--- src/rtl/tsp16_pkg.sv ---
// Shared TSP16 types and constants used by fetch and decode.
package tsp16_pkg;

  typedef logic [15:0] word_t;

  typedef enum logic [1:0] {
    IDLE  = 2'd0,
    FETCH = 2'd1,
    HALT  = 2'd2
  } fetch_state_t;

  localparam word_t      RESET_PC_DEF    = 16'h0000;
  localparam int         LONG_BIT_DEF    = 11;
  localparam logic [3:0] HALT_OPCODE_DEF = 4'hF;

  // Major opcode lives in the top nibble of word0.
  function automatic logic [3:0] opcode(input word_t w);
    return w[15:12];
  endfunction

endpackage

--- src/rtl/instr_len_decode.sv ---
// Combinational word0 classifier: instruction length and HALT detection.
module instr_len_decode
  import tsp16_pkg::*;
#(
  parameter int         LONG_BIT    = LONG_BIT_DEF,
  parameter logic [3:0] HALT_OPCODE = HALT_OPCODE_DEF
) (
  input  logic [15:0] word0,
  output logic        len,
  output logic        is_halt
);

  // Length flag and opcode compare are pure functions of word0.
  always_comb begin
    len     = word0[LONG_BIT];
    is_halt = (opcode(word0) == HALT_OPCODE);
  end

endmodule

--- src/rtl/fetch_unit.sv ---
// TSP16 instruction-fetch initiator: drives pc/next_pc, registers one
// instruction per decode handshake, follows redirects and stops on HALT.
//
//  state | meaning
//  IDLE  | after reset, waiting for start; no loads
//  FETCH | loading instructions whenever the output register can take one
//  HALT  | HALT instruction loaded; waits for redirect or reset
module fetch_unit
  import tsp16_pkg::*;
#(
  parameter logic [15:0] RESET_PC    = RESET_PC_DEF,
  parameter int          LONG_BIT    = LONG_BIT_DEF,
  parameter logic [3:0]  HALT_OPCODE = HALT_OPCODE_DEF
) (
  input  logic        clk,
  input  logic        reset,
  input  logic        start,
  output logic [15:0] pc,
  output logic [15:0] next_pc,
  input  logic [15:0] fetch_instr,
  input  logic [15:0] fetch_next_instr,
  input  logic        redirect_valid,
  input  logic [15:0] redirect_pc,
  output logic        out_valid,
  input  logic        out_ready,
  output logic [15:0] out_word0,
  output logic [15:0] out_word1,
  output logic        out_len,
  output logic [15:0] out_pc,
  output logic        halted,
  output logic [15:0] fetch_count
);

  localparam logic [1:0] ST_IDLE  = 2'(IDLE);
  localparam logic [1:0] ST_FETCH = 2'(FETCH);
  localparam logic [1:0] ST_HALT  = 2'(HALT);

  logic [1:0]  state;
  logic [15:0] pc_q;
  logic        dec_len;
  logic        dec_halt;
  logic        xfer;
  logic        load;

  instr_len_decode #(
    .LONG_BIT   (LONG_BIT),
    .HALT_OPCODE(HALT_OPCODE)
  ) u_len_decode (
    .word0  (fetch_instr),
    .len    (dec_len),
    .is_halt(dec_halt)
  );

  // Memory read addresses come straight from the PC register.
  always_comb begin
    pc      = pc_q;
    next_pc = pc_q + 16'd1;
    halted  = (state == ST_HALT);
  end

  // Handshake and load qualification; redirect always wins over a load.
  always_comb begin
    xfer = out_valid && out_ready;
    load = (state == ST_FETCH) && !redirect_valid && (!out_valid || out_ready);
  end

  // PC, FSM, instruction register and transfer counter.
  always_ff @(posedge clk) begin
    if (reset) begin
      state       <= ST_IDLE;
      pc_q        <= RESET_PC;
      out_valid   <= 1'b0;
      out_word0   <= 16'h0000;
      out_word1   <= 16'h0000;
      out_len     <= 1'b0;
      out_pc      <= 16'h0000;
      fetch_count <= 16'h0000;
    end else begin
      if (xfer) begin
        fetch_count <= fetch_count + 16'd1;
      end

      if (redirect_valid) begin
        // Squash whatever is pending and restart fetching at the target.
        pc_q      <= redirect_pc;
        out_valid <= 1'b0;
        state     <= ST_FETCH;
      end else if (load) begin
        out_valid <= 1'b1;
        out_word0 <= fetch_instr;
        out_pc    <= pc_q;
        out_len   <= dec_len;
        out_word1 <= dec_len ? fetch_next_instr : 16'h0000;
        pc_q      <= pc_q + 16'd1 + {15'd0, dec_len};
        if (dec_halt) begin
          state <= ST_HALT;
        end
      end else if (xfer) begin
        out_valid <= 1'b0;
      end else if ((state == ST_IDLE) && start) begin
        state <= ST_FETCH;
      end
    end
  end

endmodule

--- config.mk ---
export PLATFORM = sky130hd
export DESIGN_NAME = fetch_unit
export DESIGN_NICKNAME = d
export VERILOG_FILES = /design/src/rtl/tsp16_pkg.sv /design/src/rtl/instr_len_decode.sv /design/src/rtl/fetch_unit.sv
export SDC_FILE = /design/constraint.sdc
export NUM_CORES = 1
export LEC_CHECK = 0
export ABC_AREA = 1
export CAP_MARGIN = 10
export CORE_UTILIZATION = 44
export CTS_CLUSTER_DIAMETER = 80
export DETAILED_ROUTE_END_ITERATION = 8
export PLACE_DENSITY_LB_ADDON = 0.15
export SYNTH_ARGS = -nofsm -noshare
export SYNTH_HDL_FRONTEND = slang
export SYNTH_SLANG_ARGS = --single-unit
--- constraint.sdc ---
create_clock -name clk -period 2.2 [get_ports clk]
set_input_delay 0.44 -clock clk [delete_from_list [all_inputs] [get_ports clk]]
set_output_delay 0.44 -clock clk [all_outputs]
set_load 0.005 [all_outputs]
==> out/metrics.yaml <==
wl_per_cell_um: 14.03
synth-main-ff-cell: "dfxtp_1"
numCtsBuffers: 9
vias: 4440
synth_top_area_share_pct: 42.15
drtIter0Drc: 173
rsz0062_at_grt: "yes"
hp-class: "reg -> reg"
status: "complete, no violations"
yosysMostFrequentCell: "nand2_1"
drive_gt1_share_pct: 19.09
grt_max_degree: 43
drc_errors: 0
rows: 34
max_freq_mhz: 466.7
slew_headroom_pct: 68.81
post-place-ws_ns: -0.1262
first_global_vias: 4253
clk_pin_slew_ns: 0.08
clkLatencyLatePin_ns: 0.35
synth.area.top_cells: "dfxtp_1 42%, nand2_1 10%, nor2_1 7.0%, a21oi_1 6.5%, o21ai_0 5.3%"
final_core_util_pct: 72.17
syn_inst: 547
fin_crit_ns: 2.143
place_congestion: 0.9168
yosysSeqAreaShare_pct: 42.15
antenna_found_initial: 0
tns_ns: 0
h-tree-depth: 3
io_buffers: 151
core-area_sq_um: 8678
cp_slowest_stage_delay_ns: 0.39
ir_drop_uv: 352.7
worstSetupPathType: "reg -> out"
synth_edf_count: 0
arrival_ns: 1.70
cts_tree: "built"
viasPerCell: 5.181
crit_chain: "ha_4, buf_4, nand3_4, nor2_4, nand3_2, nand2_1, nand2_2, dlygate4sd2_1"
finalClockSkew_ns: 0.006659
start_util_pct: 45.43
nNetsFinal: 802
p_per_area_nw_per_um2: 541.6
num-fill-cells: 704
cp_max_fo: 4
yosysWarnings: 0
antenna_left: 0
ys_async_sr_fraction_pct: 0
cap_violations: 0
cp-start-kind: "register"
worstSetupEndpointType: "primary output"
crit_required_ns: 1.76
hold_buffers: 0
diodes: 0
ys_top_cells_by_count: "106 x nand2_1, 83 x dfxtp_1, 73 x nor2_1"
power_leakage_nw: 2.498
syn_nets: 604
dp_hpwl_mm: 8.585
netlist_area_sq_um: 3943
avgSynthCellArea_sq_um: 7.208
clkSinkCount: 83
grt_pass1_wl_mm: 19.38
grt_use_total_pct: 25.39
worst_path_max_delay_cell: "dfxtp_4"
die_h_um: 96.66
clk_path_buf_depth: 2
grt-ovfl-total: 0
cts-root-buf: "clkbuf_8"
io_pins: 152
ys_ff_latch: 83
area_growth_syn_to_layout_pct: 58.87
firstDrtPassIters: 4
finalHoldViolCount: 0
synth_cell_types: 35
synth_top_area_cell: "dfxtp_1"
timing.final.ws_setup_ns: 0.05719
period_share_pct: 97.40
design.die.area_sq_um: 9343
setup_viol: 0
timing.final.max_slew_violations: 0
die_x_um: 96.66
totalWireLength_mm: 12.03
max_slew.worst_pin.slew_ns: 0.4679
metal layers:
metal  routed length, um  global-route usage, %  up-vias
li1                    -                      -     2192
met1                5128                  31.55     2046
met2                5630                  41.39      172
met3                 970                  7.153       30
met4                 298                  10.33        0
met5                   0                      0        -
worst paths after layout:
| check | start | end | slack, ns | cells past startpoint |
|---|---|---|---|---|
| worst min register to register | out_word1[11] | out_word1[11] | 0.47 | 2 |
| worst max register to register | pc[0] | pc[14] | 0.14 | 14 |
| worst max-delay path | pc[1] | next_pc[14] | 0.06 | 8 |
| worst min-delay path | out_word1[11] | out_word1[11] | 0.47 | 2 |
area by class of cell:
type | instances | area (sq um) | share of cell area, %
inverter | 44 | 165.2 | 2.637
clock buffer | 10 | 137.6 | 2.197
clock inverter | 5 | 53.80 | 0.8590
sequential | 83 | 1675 | 26.75
tap | 108 | 135.1 | 2.157
multi-input combinational | 393 | 2106 | 33.62
timing repair buffer | 214 | 1991 | 31.78
cell usage in the layout, fill, tap and decap left out, types with 4 or more instances in the layout:
| master | n |
|---|---|
| nand2_1 | 98 |
| a31oi_1 | 7 |
| nand2_2 | 18 |
| nor2_1 | 69 |
| a21oi_1 | 51 |
| xor2_1 | 5 |
| a22oi_1 | 9 |
| dfxtp_1 | 76 |
| o21ai_0 | 42 |
| inv_1 | 38 |
| nand3_1 | 39 |
| dfxtp_2 | 5 |
| clkbuf_8 | 10 |
| buf_6 | 5 |
| inv_2 | 6 |
| clkdlybuf4s50_1 | 137 |
| dlygate4sd2_1 | 6 |
| nand2_4 | 4 |
| clkdlybuf4s15_1 | 4 |
| nor2_4 | 11 |
| nor2_2 | 4 |
| buf_4 | 58 |
| nand4_1 | 8 |
metrics by stage:
step | power [W] | cells | hold slack (ns) | area [sq um]
6_report | 0.003393 | 857 | 0.4677 | 6264
5_1_grt | 0.003542 | 857 | 0.4909 | 6264
4_1_cts | 0.003390 | 854 | 0.4689 | 6192
3_5_place_dp | 0.002297 | 829 | 0.4569 | 5852
3_3_place_gp | 0.002286 | 829 | 0.4505 | 5852
2_1_floorplan | 0.001902 | 547 | 0.4403 | 3943
timing repair:
action | in CTS | in global routing
pin swaps | 11 | 8
resized for setup | 43 | 21
buffers inserted | 10 | 3
setup endpoints to repair | 14 | 8
power by group:
group / total (W) / internal (W) / leakage (nW) / switching (W)
Sequential: 0.00162 / 0.00158 / 0.681 / 0.0000433
Clock: 0.00110 / 0.000546 / 0.102 / 0.000552
Combinational: 0.000677 / 0.000369 / 1.71 / 0.000307
state kept, by name (all words and copies together) (netlist names):
| signal | cells |
|---|---|
| fetch_count | 16 |
| out_pc | 16 |
| out_word0 | 16 |
| out_word1 | 16 |
| pc | 16 |
| state | 2 |
| out_valid | 1 |
kinds of logic (layout without fill, tap and decap cells):
| kind of cell | count (synthesis) | after routing | share of synthesized area [%] |
|---|---|---|---|
| compound gates | 117 | 117 | 16.09 |
| xor+xnor | 9 | 9 | 2.476 |
| fa+ha+maj | 4 | 4 | 1.269 |
| buf+inv | 71 | 273 | 7.235 |
| flops | 83 | 83 | 42.15 |
| simple gates | 263 | 263 | 30.78 |
worst max-delay path, delay by kind of cell, from the launching register on:
family | cells | cell delay, ns
and+or+nand+nor | 5 | 0.41
adders and majority gates | 1 | 0.16
DFF | 1 | 0.39
buffers and inverters | 2 | 0.40
No activity file was read; power rests on OpenSTA's default activity.
